$ cat config.mk
export PLATFORM = sky130hd
export DESIGN_NAME = alu_seq
export DESIGN_NICKNAME = d
export VERILOG_FILES = /design/src/rtl/alu_seq.sv
export SDC_FILE = /design/constraint.sdc
export NUM_CORES = 1
export LEC_CHECK = 0
export CAP_MARGIN = 20
export CORE_MARGIN = 5
export CORE_UTILIZATION = 50
export CTS_BUF_LIST = sky130_fd_sc_hd__clkbuf_16
export DETAILED_ROUTE_END_ITERATION = 12
export HOLD_SLACK_MARGIN = 0.1
export PLACE_DENSITY = 0.72
export SLEW_MARGIN = 20
export SYNTH_ARGS = -nofsm -noshare
export SYNTH_HDL_FRONTEND = slang
export SYNTH_SLANG_ARGS = --single-unit
$ cat constraint.sdc
create_clock -name clk -period 8.7 [get_ports clk]
set_clock_uncertainty 0.2 [all_clocks]
set_input_delay 1.74 -clock clk [delete_from_list [all_inputs] [get_ports clk]]
set_output_delay 1.74 -clock clk [all_outputs]
set_load 0.05 [all_outputs]
$ cat src/rtl/alu_seq.sv
// alu_seq: clocked ALU with registered results, a start/done handshake,
// stored C/Z/N/V flags for multi-word ADC/SBB chains, and a W-cycle
// shift-add unsigned multiplier.
module alu_seq #(
  parameter int W = 8
) (
  input  logic         clk,
  input  logic         rst,
  input  logic [W-1:0] A,
  input  logic [W-1:0] B,
  input  logic         Ci,
  input  logic [3:0]   S,
  input  logic         start,
  output logic         busy,
  output logic         done,
  output logic [W:0]   O,
  output logic [W-1:0] H,
  output logic         C,
  output logic         Z,
  output logic         N,
  output logic         V
);

  typedef enum logic {IDLE, RUN} state_t;

  localparam int CW = (W > 2) ? $clog2(W) : 1;
  localparam logic [CW-1:0] LAST_STEP = CW'(W - 1);

  localparam logic [3:0] OP_ADD = 4'd0,  OP_SUB = 4'd1,  OP_ADC = 4'd2,  OP_SBB = 4'd3;
  localparam logic [3:0] OP_AND = 4'd4,  OP_OR  = 4'd5,  OP_XOR = 4'd6,  OP_NOT = 4'd7;
  localparam logic [3:0] OP_SHL = 4'd8,  OP_SHR = 4'd9,  OP_INC = 4'd10, OP_DEC = 4'd11;
  localparam logic [3:0] OP_CMP = 4'd12, OP_MUL = 4'd13;

  state_t        state_reg, state_next;
  logic [CW-1:0] cnt_reg, cnt_next;
  logic [W-1:0]  a_reg, a_next;
  logic [W-1:0]  hi_reg, hi_next;
  logic [W-1:0]  lo_reg, lo_next;
  logic [W:0]    o_reg, o_next;
  logic [W-1:0]  h_reg, h_next;
  logic          c_reg, c_next, z_reg, z_next, n_reg, n_next, v_reg, v_next;
  logic          done_reg, done_next;

  // Shared adder/subtractor operands
  logic [W-1:0]  arith_b;
  logic          arith_cin;
  logic          arith_sub;
  logic [W:0]    arith_res;
  logic          arith_v;

  // Multiplier step datapath
  logic [W:0]    step_sum;
  logic [W-1:0]  step_hi;
  logic [W-1:0]  step_lo;

  // Single-cycle result staging
  logic [W:0]    res;
  logic          wr_o, wr_flags;
  logic          res_c, res_v;

  assign busy = (state_reg == RUN);
  assign done = done_reg;
  assign O    = o_reg;
  assign H    = h_reg;
  assign C    = c_reg;
  assign Z    = z_reg;
  assign N    = n_reg;
  assign V    = v_reg;

  // Select effective second operand, carry/borrow-in and direction for arithmetic ops
  always_comb begin
    arith_b   = B;
    arith_cin = Ci;
    arith_sub = 1'b0;
    case (S)
      OP_SUB: arith_sub = 1'b1;
      OP_ADC: arith_cin = c_reg;
      OP_SBB: begin arith_sub = 1'b1; arith_cin = c_reg; end
      OP_INC: begin arith_b = W'(1); arith_cin = 1'b0; end
      OP_DEC: begin arith_b = W'(1); arith_cin = 1'b0; arith_sub = 1'b1; end
      OP_CMP: begin arith_cin = 1'b0; arith_sub = 1'b1; end
      default: ;
    endcase
    if (arith_sub)
      arith_res = {1'b0, A} - {1'b0, arith_b} - {{W{1'b0}}, arith_cin};
    else
      arith_res = {1'b0, A} + {1'b0, arith_b} + {{W{1'b0}}, arith_cin};
    // Overflow: operands agree in sign (B inverted for subtract) but result sign differs from A
    arith_v = (A[W-1] == (arith_b[W-1] ^ arith_sub)) && (arith_res[W-1] != A[W-1]);
  end

  // One shift-add multiply step: add A to the high half if the current multiplier bit is set, then shift right
  always_comb begin
    step_sum = {1'b0, hi_reg} + (lo_reg[0] ? {1'b0, a_reg} : {(W+1){1'b0}});
    step_hi  = step_sum[W:1];
    step_lo  = {step_sum[0], lo_reg[W-1:1]};
  end

  // Next-state and result logic for the handshake and MUL FSM
  always_comb begin
    state_next = state_reg;
    cnt_next   = cnt_reg;
    a_next     = a_reg;
    hi_next    = hi_reg;
    lo_next    = lo_reg;
    o_next     = o_reg;
    h_next     = h_reg;
    c_next     = c_reg;
    z_next     = z_reg;
    n_next     = n_reg;
    v_next     = v_reg;
    done_next  = 1'b0;
    res        = arith_res;
    wr_o       = 1'b0;
    wr_flags   = 1'b0;
    res_c      = arith_res[W];
    res_v      = arith_v;

    case (state_reg)
      IDLE: begin
        if (start) begin
          done_next = 1'b1;
          case (S)
            OP_ADD, OP_SUB, OP_ADC, OP_SBB, OP_INC, OP_DEC: begin
              wr_o = 1'b1; wr_flags = 1'b1;
            end
            OP_CMP: wr_flags = 1'b1;
            OP_AND, OP_OR, OP_XOR, OP_NOT: begin
              case (S)
                OP_AND:  res = {1'b0, A & B};
                OP_OR:   res = {1'b0, A | B};
                OP_XOR:  res = {1'b0, A ^ B};
                default: res = {1'b0, ~A};
              endcase
              res_c = 1'b0; res_v = 1'b0;
              wr_o = 1'b1; wr_flags = 1'b1;
            end
            OP_SHL, OP_SHR: begin
              res   = (S == OP_SHL) ? {A, Ci} : {A[0], Ci, A[W-1:1]};
              res_c = res[W];
              res_v = 1'b0;
              wr_o = 1'b1; wr_flags = 1'b1;
            end
            OP_MUL: begin
              done_next  = 1'b0;
              a_next     = A;
              hi_next    = '0;
              lo_next    = B;
              cnt_next   = '0;
              state_next = RUN;
            end
            default: ;  // reserved opcodes only acknowledge
          endcase
          if (wr_o) o_next = res;
          if (wr_flags) begin
            c_next = res_c;
            z_next = (res[W-1:0] == '0);
            n_next = res[W-1];
            v_next = res_v;
          end
        end
      end
      RUN: begin
        hi_next  = step_hi;
        lo_next  = step_lo;
        cnt_next = cnt_reg + CW'(1);
        if (cnt_reg == LAST_STEP) begin
          o_next     = {1'b0, step_lo};
          h_next     = step_hi;
          z_next     = ({step_hi, step_lo} == '0);
          n_next     = step_hi[W-1];
          c_next     = (step_hi != '0);
          v_next     = (step_hi != '0);
          done_next  = 1'b1;
          state_next = IDLE;
        end
      end
      default: state_next = IDLE;
    endcase
  end

  // State and result registers; reset aborts any multiply in progress
  always_ff @(posedge clk) begin
    if (rst) begin
      state_reg <= IDLE;
      cnt_reg   <= '0;
      a_reg     <= '0;
      hi_reg    <= '0;
      lo_reg    <= '0;
      o_reg     <= '0;
      h_reg     <= '0;
      c_reg     <= 1'b0;
      z_reg     <= 1'b0;
      n_reg     <= 1'b0;
      v_reg     <= 1'b0;
      done_reg  <= 1'b0;
    end else begin
      state_reg <= state_next;
      cnt_reg   <= cnt_next;
      a_reg     <= a_next;
      hi_reg    <= hi_next;
      lo_reg    <= lo_next;
      o_reg     <= o_next;
      h_reg     <= h_next;
      c_reg     <= c_next;
      z_reg     <= z_next;
      n_reg     <= n_next;
      v_reg     <= v_next;
      done_reg  <= done_next;
    end
  end

endmodule

# Word level (Yosys, flattened, before mapping)
# Cells that the tools add are included.
# Widths: inputs -> output; s select.
word_totals:
  reg_bits: 50
  input_bits: 24
  out_inout_bits: 23
  wordCells: 118
op_classes:
  addsub: 6
  n_eq_ne: 21
  muxes: 54
  bitwise_logic: 6
  n_reduce_logical: 19
ops:
  columns: ["op", "count"]
  rows:
  - ["$mux 9", 7]
  - ["$mux 8", 6]
  - ["$pmux 9 s2", 2]
  - ["$pmux 8 s2", 2]
  - ["$mux 1", 25]
  - ["$eq 4x4->1 const B", 6]
  - ["$pmux 8 s3", 1]
  - ["$add 8x8->9", 2]
  - ["$eq 4x3->1 const B", 4]
  - ["$logic_not 16->1", 1]
  - ["$pmux 1 s2", 8]
  - ["$reduce_or 13->1", 1]
  - ["$reduce_or 12->1", 1]
  - ["$add 9x1->9", 1]
  - ["$reduce_and 3->1", 3]
  - ["$sub 8x8->9", 1]
  - ["$sub 9x1->9", 1]
  - ["$and 8x8->8", 1]
  - ["$eq 4x2->1 const B", 2]
  - ["$logic_not 8->1", 1]
  - ["$ne 2x1->1 const B", 4]
  - ["$not 8->8", 1]
  - ["$or 8x8->8", 1]
  - ["$reduce_bool 8->1", 1]
  - ["18 further kinds", 23]

# Depth between registers and ports, before layout
# Gate-level depths: netlist (run 1).
logic_depth:
  ltp_word: 13
  mapped_depth: 17
  mapped_depth_nobuf: 15

# Worst setup path after synthesis (run 1)
# OpenSTA, ideal clock, no wires.
synth_path:
  path_kind: "in2reg"
  from: "input S[0]"
  to: "register z_reg (netlist: Z)"
  setup_time_ns: 0.073
  arrival_time_ns: 4.841
  required_time_ns: 8.427
  setup_slack_ns: 3.585
  cell_stages: 17
  path_buffers: 3
  cell_sequence: "buf_2 > buf_2 > buf_1 > nor2_1 > nor2_1 > nor2_1 > a221oi_1 > inv_1 > fa_1 > fa_1 > nand2_1 > o22a_1 > o221ai_1 > o221ai_1 > nor4_1 > nand4_1 > o211ai_2"
synth_between:
  elab_chain_len: 13
  word_cells_on_any_way: 42
  classes_between: "add/sub (4); eq/ne (13); mux (15); reduce/logical (10)"
synth_lines:
  columns: ["item", "line", "text"]
  rows:
  - ["from (decl)", "12", "input logic [3:0] S,"]
  - ["$eq 4x4->1", "75, 123", null]
  - ["$reduce_or 2->1 (no source line)", null, null]
  - ["$mux 8", "75", "case (S)"]
  - ["$add 8x8->9 / $sub 8x8->9 (equally long branches)", "87, 85", null]
  - ["$add 9x1->9 / $sub 9x1->9 (equally long branches)", "87, 85", null]
  - ["$mux 9", "84", "if (arith_sub)"]
  - ["$pmux 9 s2", "123", "case (S)"]
  - ["$mux 9", "121", "if (start) begin"]
  - ["$mux 9", "119", "case (state_reg)"]
  - ["$logic_not 8->1", "157", "z_next = (res[W-1:0] == '0);"]
  - ["$mux 1", "155", "if (wr_flags) begin"]
  - ["$mux 1", "121", null]
  - ["$pmux 1 s2", "119", null]
  - ["to (signal assigned)", "206", "z_reg <= z_next;"]
  - ["to (decl)", "41", "logic c_reg, c_next, z_reg, z_next, n_reg, n_next, v_reg, v_next;"]
# Several ways; a longest one is shown, not always the timed one. The select of a mux whose other input is x is not followed.
# A chain may end at the register's enable or synchronous reset.

# Worst setup path after layout (run 1)
layout_path:
  from: "input S[1]"
  to: "register o_reg[4] (netlist: O[4])"
layout_between:
  elab_chain_len: 12
  word_cells_on_any_way: 41
  classes_between: "add/sub (4); eq/ne (13); mux (15); reduce/logical (9)"
layout_lines:
  columns: ["item", "line", "text"]
  rows:
  - ["$eq 4x4->1", "75, 123", null]
  - ["$reduce_or 2->1 (no source line)", null, null]
  - ["$mux 8", "75", null]
  - ["$add 8x8->9 / $sub 8x8->9 (equally long branches)", "87, 85", null]
  - ["$add 9x1->9 / $sub 9x1->9 (equally long branches)", "87, 85", null]
  - ["$mux 9", "84", null]
  - ["$pmux 9 s2", "123", null]
  - ["$mux 9", "121", null]
  - ["$mux 9", "119", null]
  - ["$mux 9", "154", "if (wr_o) o_next = res;"]
  - ["$mux 9", "121", null]
  - ["$pmux 9 s2", "119", null]
  - ["to (signal assigned)", "203", "o_reg <= o_next;"]
  - ["to (decl)", "39", "logic [W:0] o_reg, o_next;"]
# Several ways; a longest one is shown, not always the timed one. The select of a mux whose other input is x is not followed.

==> impl_summary.txt, run 1 <==
----------------------------------------------------
[Timing]
  Share of the clock period used by the worst path ... 66.3%
  Unrepaired setup endpoints after global routing ... false
  Final worst path period need ... 5.77 ns
  Final hold violation count ... 0
  Endpoints failing setup ... 0
  Final setup margin ... 2.93 ns
  Peak Freq ... 173 MHz
  Number of pins exceeding their max-slew limit in the final report ... 0
  Worst slew margin ... 28.5%
  TNS Setup ... 0 ns
  Pin slew with the least headroom to its limit ... 1.07 ns

[Cells and area]
  N_diodes ... 0
  Final Net Count ... 641
  Layout cells sized above 1 ... 3.89%
  Non-filler instance count after layout ... 671
  Cell area after layout ... 4880 µm²
  Number of flip-flops under the largest register name ... 9
  Growth of design area from synthesis to finish ... 16.1%

[Worst setup path]
  Crit path largest cell delay ... 0.54 ns
  Critical path start-end classification ... input pin to flop
  Worst R2R Setup Slack ... 5.13 ns
  RR Startpoint ... C
  Reg2reg path depth ... 11
  Critical-path maximum fanout ... 21
  Category of the worst setup path capture point ... flop
  Crit. Startpoint ... S[1]
  Nature of the critical path startpoint ... input pin
  Data arrival time at the worst-slack endpoint ... 5.76 ns
  CP Cell Sequence ... clkdlybuf4s50_1, buf_4, inv_1, nor2_1, nand2_1, nand2_1, inv_1, fa_1, fa_1, o21bai_1, a21oi_1, xnor2_1, a221oi_1, mux2i_1, a211oi_1
  Max stage delay cell, worst path ... a221oi_1
  Worst flop-to-flop path endpoint ... O[4]
  Endpoint of the worst setup timing path ... O[4]
  Required arrival time at the worst endpoint ... 8.70 ns

[Run status]
  Outcome ... finished clean

[Synth]
  Top_reg_cell synth ... dfxtp_1
  Cells after Synth ... 535
  Number of unique standard cell types used by synthesis ... 62
  Mean cell area of the mapped netlist ... 7.86 µm²
  Cell area after synthesis ... 4200 µm²
  Number of warnings printed during yosys synthesis ... 0
  Number of enable flip-flop cells after synthesis ... 0
  Post-synth net total ... 611
  Synthesized flop and latch total ... 50
  Async set-or-reset flop fraction in the synthesized netlist ... 0%
  Part of the Yosys area used for sequential elements ... 23.8%

[Clock network]
  Post-CTS resize count ... 0
  CTS H-Tree Depth ... 2
  Later-pin clock latency in the skew report ... 0.29 ns
  Post-CTS Setup Bufs ... 0
  Clock-pin slew on the worst setup and hold paths ... 0.07 ns
  Post-CTS Hold Buffers ... 0
  Clock Sink Count ... 50
  Max Root-Sink Buffers ... 2
  Library cell used as clock root buffer ... clkbuf_16
  Total CTS buffers ... 5
  CTS tree ... yes

[Global route]
  Maximum number of pins on one net before global-route repair ... 53
  Vias in the first global route ... 3,697
  Total routing usage reported by global routing ... 23.6%
  Number of antenna violations at the first check in global routing ... 0
  Overflow left after global routing ... 0
  First-pass GRT wire length ... 19,300 µm

[Die]
  Core area ... 8220 µm²
  Number of top-level pins ... 47
  Die height ... 102 µm
  Die Area ... 10,300 µm²
  Initial Util ... 51.1%
  Cell row count ... 33
  Die extent in x ... 102 µm

[Placement]
  HPWL Detailed ... 9290 µm
  Number of placed instances, taps included ... 663
  Area after DPL ... 4710 µm²
  Gp weighted congestion ... 0.957
  Count of input and output buffers ... 46
  Pre-CTS setup slack ... 2.76 ns

[Pwr]
  Max VDD drop ... 99.9 µV
  Power per standard cell area ... 141 nW/µm²
  Sequential Power Share ... 35.0%
  Switch share ... 33.4%
  Net switching power ... 0.000230 W
  Internal power summed over all cells ... 0.000459 W
  Share of total power in the clock network ... 32.4%
  Static Leakage ... 2.03 nW
  Combinational fraction of design power ... 32.6%

[Worst hold path]
  Type of the most critical hold path ... flop to flop

[Drt]
  DR vias/cell ... 5.97
  Count of unresolved DRC violations after routing ... 0
  WL final ... 12,000 µm
  Routed wire length per instance ... 17.8 µm
  Count of TritonRoute iterations in the first routing pass ... 6
  Drt first-iter violations ... 297
  Via total after detailed routing ... 4,006
  Count of nets left with antenna violations after detail routing ... 0

[Run]
  Number of max-cap violations ... 0

----------------------------------------------------
[cells in the mapped netlist (11+ instances only)]
cell      instances  share of area [%]
ha_1             47                 14
mux2i_1          16                3.8
a21oi_1          31                3.7
and2_1           11                1.6
nand2_1          44                3.9
nor2_1           74                6.6
clkbuf_1         17                1.5
inv_1            45                4.0
a22oi_1          11                2.0
dfxtp_1          50                 24
nand2b_1         12                1.8
o21ai_0          20                2.4
[critical path, delay by kind of cell]
family                     cells  cell delay, ns
xor gates and xnor gates       1            0.13
muxes                          1            0.18
adders and majority gates      2            0.88
buffers and inverters          4            0.95
and+or+nand+nor                3            0.73
AOI/OAI and AO/OA              4            1.15
[layer usage]
metal,vias up,part of all wire (%),routed length [µm],track usage [%]
met1,1873,47,5650,34.0
met5,-,0,0,0
li1,1974,-,-,-
met4,0,1.3,150,4.60
met2,142,45,5350,36.5
met3,17,6.8,811,4.89
[power groups by stage]
stage,clock network [W],registers [W],logic (W)
floorplan,0,0.000266,0.000133
global placement,0,0.000246,0.000218
detailed placement,0,0.000246,0.000222
CTS,0.000226,0.000241,0.000223
global route,0.000234,0.000242,0.000245
finish,0.000223,0.000241,0.000225
[through the flow]
step                      hold slack, ns  utilization (%)  power [W]
after detailed placement           0.251             57.3   0.000468
after global routing               0.288             59.4   0.000721
after global placement             0.242             57.3   0.000464
final                              0.258             59.4   0.000689
after CTS                          0.260             59.4   0.000690
after floorplan                    0.241                -   0.000399
[area by class of cell]
type / instances / area, µm²
timing repair buffer: 51 / 493
multi-input combinational: 412 / 2920
inverter: 45 / 169
fill: 774 / 3340
sequential: 50 / 1000
clock buffer: 5 / 125
tap: 105 / 131
clock inverter: 3 / 43.8
[cells by family (layout without fill, tap and decap cells)]
logic type / after synthesis / count (layout) / share of synthesized area [%]
DFF: 50 / 50 / 23.8
muxes: 19 / 19 / 5.42
and+or+nand+nor: 190 / 190 / 21.1
xor gates and xnor gates: 14 / 14 / 2.92
adders and majority gates: 52 / 52 / 16.4
buffers and inverters: 73 / 104 / 6.76
AOI/OAI and AO/OA: 137 / 137 / 23.6
[how the worst min path moves through the flow]
stage | from | end | slack, ns | depth (start not counted)
after global placement | H[5] | H[5] | 0.24 | 2
final | H[5] | H[5] | 0.26 | 2
after global routing | H[3] | H[3] | 0.29 | 2
after floorplan | hi_reg[7] | hi_reg[7] | 0.24 | 2
after CTS | H[2] | H[2] | 0.26 | 2
after detailed placement | H[5] | H[5] | 0.25 | 2
[layout by cell type (no fill, tap or decap), types with 10 or more instances in the layout]
cell type	n
a211oi_1	10
a21oi_1	31
a22oi_1	11
and2_1	11
clkdlybuf4s50_1	45
dfxtp_1	50
ha_1	47
inv_1	45
mux2i_1	16
nand2_1	44
nand2b_1	12
nor2_1	74
nor3_1	10
o21ai_0	20
No activity file was read; power rests on OpenSTA's default activity.
==> run 2: changes to the inputs <==
PLACE_DENSITY = 0.75   (was 0.72)
clock period = 4.7 ns   (was 8.7 ns; I/O delays follow)
==> impl_summary.txt, run 2 (synthesized netlist as in run 1, its figures left out) <==
----------------------------------------------------
[Worst setup path]
  RR Startpoint ... C
  Nature of the critical path startpoint ... input pin
  Critical path start-end classification ... input pin to flop
  Worst R2R Setup Slack ... 1.30 ns
  CP Cell Sequence ... clkdlybuf4s50_1, inv_1, nor2_1, buf_4, nand2_1, nand2_1, fa_1, inv_1, fa_1, nand2b_1, a2111o_1, and3_1, o21ai_0, nand3_1, a311oi_1
  Category of the worst setup path capture point ... flop
  Reg2reg path depth ... 11
  Critical-path maximum fanout ... 4
  Required arrival time at the worst endpoint ... 4.69 ns
  Crit path largest cell delay ... 0.54 ns
  Data arrival time at the worst-slack endpoint ... 4.43 ns
  Worst flop-to-flop path endpoint ... O[6]
  Max stage delay cell, worst path ... clkdlybuf4s50_1

[Timing]
  Peak Freq ... 225 MHz
  Share of the clock period used by the worst path ... 94.5%
  Pin slew with the least headroom to its limit ... 0.708 ns
  Final hold violation count ... 0
  Final worst path period need ... 4.44 ns
  Final setup margin ... 0.257 ns
  Unrepaired setup endpoints after global routing ... false
  Endpoints failing setup ... 0
  Worst hold slack ... 0.257 ns
  Worst slew margin ... 52.8%
  Number of pins exceeding their max-slew limit in the final report ... 0

[Placement]
  HPWL Detailed ... 9550 µm
  Count of input and output buffers ... 46
  Pre-CTS setup slack ... -0.0979 ns
  Gp weighted congestion ... 0.979
  Number of placed instances, taps included ... 680

[Worst hold path]
  Startpoint of the most critical hold path ... H[2]
  WHS Endpoint ... H[2]
  Type of the most critical hold path ... flop to flop
  Cell depth of the worst hold path ... 2

[Die]
  Die height ... 102 µm
  Die extent in x ... 102 µm
  Cell row count ... 33
  Core area ... 8220 µm²
  Number of top-level pins ... 47
  Initial Util ... 51.1%
  Die Area ... 10,300 µm²

[Clock network]
  Library cell used as clock root buffer ... clkbuf_16
  Post-CTS Hold Buffers ... 0
  Max Root-Sink Buffers ... 2
  Clock Sink Count ... 50
  CTS H-Tree Depth ... 2
  Total CTS buffers ... 5
  Post-CTS resize count ... 0
  CTS tree ... yes
  Post-CTS Setup Bufs ... 0
  Later-pin clock latency in the skew report ... 0.28 ns
  Clock-pin slew on the worst setup and hold paths ... 0.06 ns

[Drt]
  Count of TritonRoute iterations in the first routing pass ... 5
  Via total after detailed routing ... 4,106
  Routed wire length per instance ... 17.6 µm
  Count of nets left with antenna violations after detail routing ... 0
  Count of unresolved DRC violations after routing ... 0
  WL final ... 12,100 µm
  DR vias/cell ... 5.98
  Drt first-iter violations ... 380

[Global route]
  Number of antenna violations at the first check in global routing ... 0
  Maximum number of pins on one net before global-route repair ... 46
  Overflow left after global routing ... 0
  Vias in the first global route ... 3,866
  Total routing usage reported by global routing ... 23.8%
  First-pass GRT wire length ... 19,500 µm

[Pwr]
  Max VDD drop ... 145 µV
  Power per standard cell area ... 254 nW/µm²
  Static Leakage ... 2.11 nW
  Final Power ... 0.00127 W

[Run status]
  Outcome ... finished clean

[Cells and area]
  Fill cell total of the finished layout ... 753
  Commonest non-fill, non-tap cell in the layout ... nor2_1
  N_diodes ... 0
  Non-filler instance count after layout ... 687
  Number of flip-flops under the largest register name ... 9
  Growth of design area from synthesis to finish ... 19.2%
  Layout cells sized above 1 ... 6.36%
  Commonest non-fill, non-tap cells in the layout ... 74 x nor2_1, 50 x dfxtp_1, 47 x ha_1, 46 x clkdlybuf4s50_1, 45 x inv_1
  Final Net Count ... 658

[Run]
  Number of max-cap violations ... 0

----------------------------------------------------
## run 2: cell types whose count changed in the layout (fill, tap and decap cells not counted)
cell,delta
a221oi_1,-1
clkinv_2,-1
buf_2,-1
a221oi_2,+1
inv_6,-1
clkinv_1,+1
clkdlybuf4s50_1,+1
buf_4,+17
## run 2: metrics by stage
| step | area [µm²] | utilization [%] | setup TNS, ns |
|---|---|---|---|
| 3_3_place_gp | 4840 | 59.0 | -0.0186 |
| 4_1_cts | 5000 | 60.9 | 0 |
| 2_1_floorplan | 4200 | - | 0 |
| 6_report | 5010 | 61.0 | 0 |
| 5_1_grt | 5010 | 61.0 | 0 |
| 3_5_place_dp | 4840 | 59.0 | -0.175 |
## run 2: how the worst max path moves through the flow
stage,start,end,slack [ns]
6_report,S[1],O[6],0.26
4_1_cts,S[3],O[6],0.19
3_3_place_gp,S[3],O[6],-0.01
3_5_place_dp,S[3],O[6],-0.1
2_1_floorplan,S[0],Z,0.39
5_1_grt,S[1],O[6],0.02
## run 2: worst max-delay path, delay by kind of cell
family	cells	cell delay [ns]
buffers and inverters	4	0.88
AO/OA/AOI/OAI	3	1.08
AND/OR/NAND/NOR	6	0.97
adder cells (fa/ha/maj)	2	0.54
## run 2: final cells by class
cell class / instances / area, µm² / area share [%]
Clock buffer: 5 / 125 / 2.50
Inverter: 45 / 169 / 3.37
Timing Repair Buffer: 68 / 626 / 12.5
Multi-Input combinational cell: 412 / 2920 / 58.4
Sequential cell: 50 / 1000 / 20.0
Clock inverter: 2 / 33.8 / 0.674
Tap cell: 105 / 131 / 2.62
## run 2: where the power goes
group | internal [W] | leakage, nW | switching [W] | total (W)
sequential | 0.000437 | 0.406 | 0.00000873 | 0.000446
combinational | 0.000171 | 1.63 | 0.000260 | 0.000430
clock | 0.000246 | 0.0773 | 0.000149 | 0.000395
total | 0.000854 | 2.11 | 0.000417 | 0.00127
## run 2: per-layer routing
metal / track usage [%] / wire [µm] / part of all wire, %
met2: 35.6 / 5270 / 44
met1: 35.4 / 5680 / 47
met4: 5.42 / 142 / 1.2
met5: 0 / 0 / 0
met3: 4.20 / 967 / 8.0
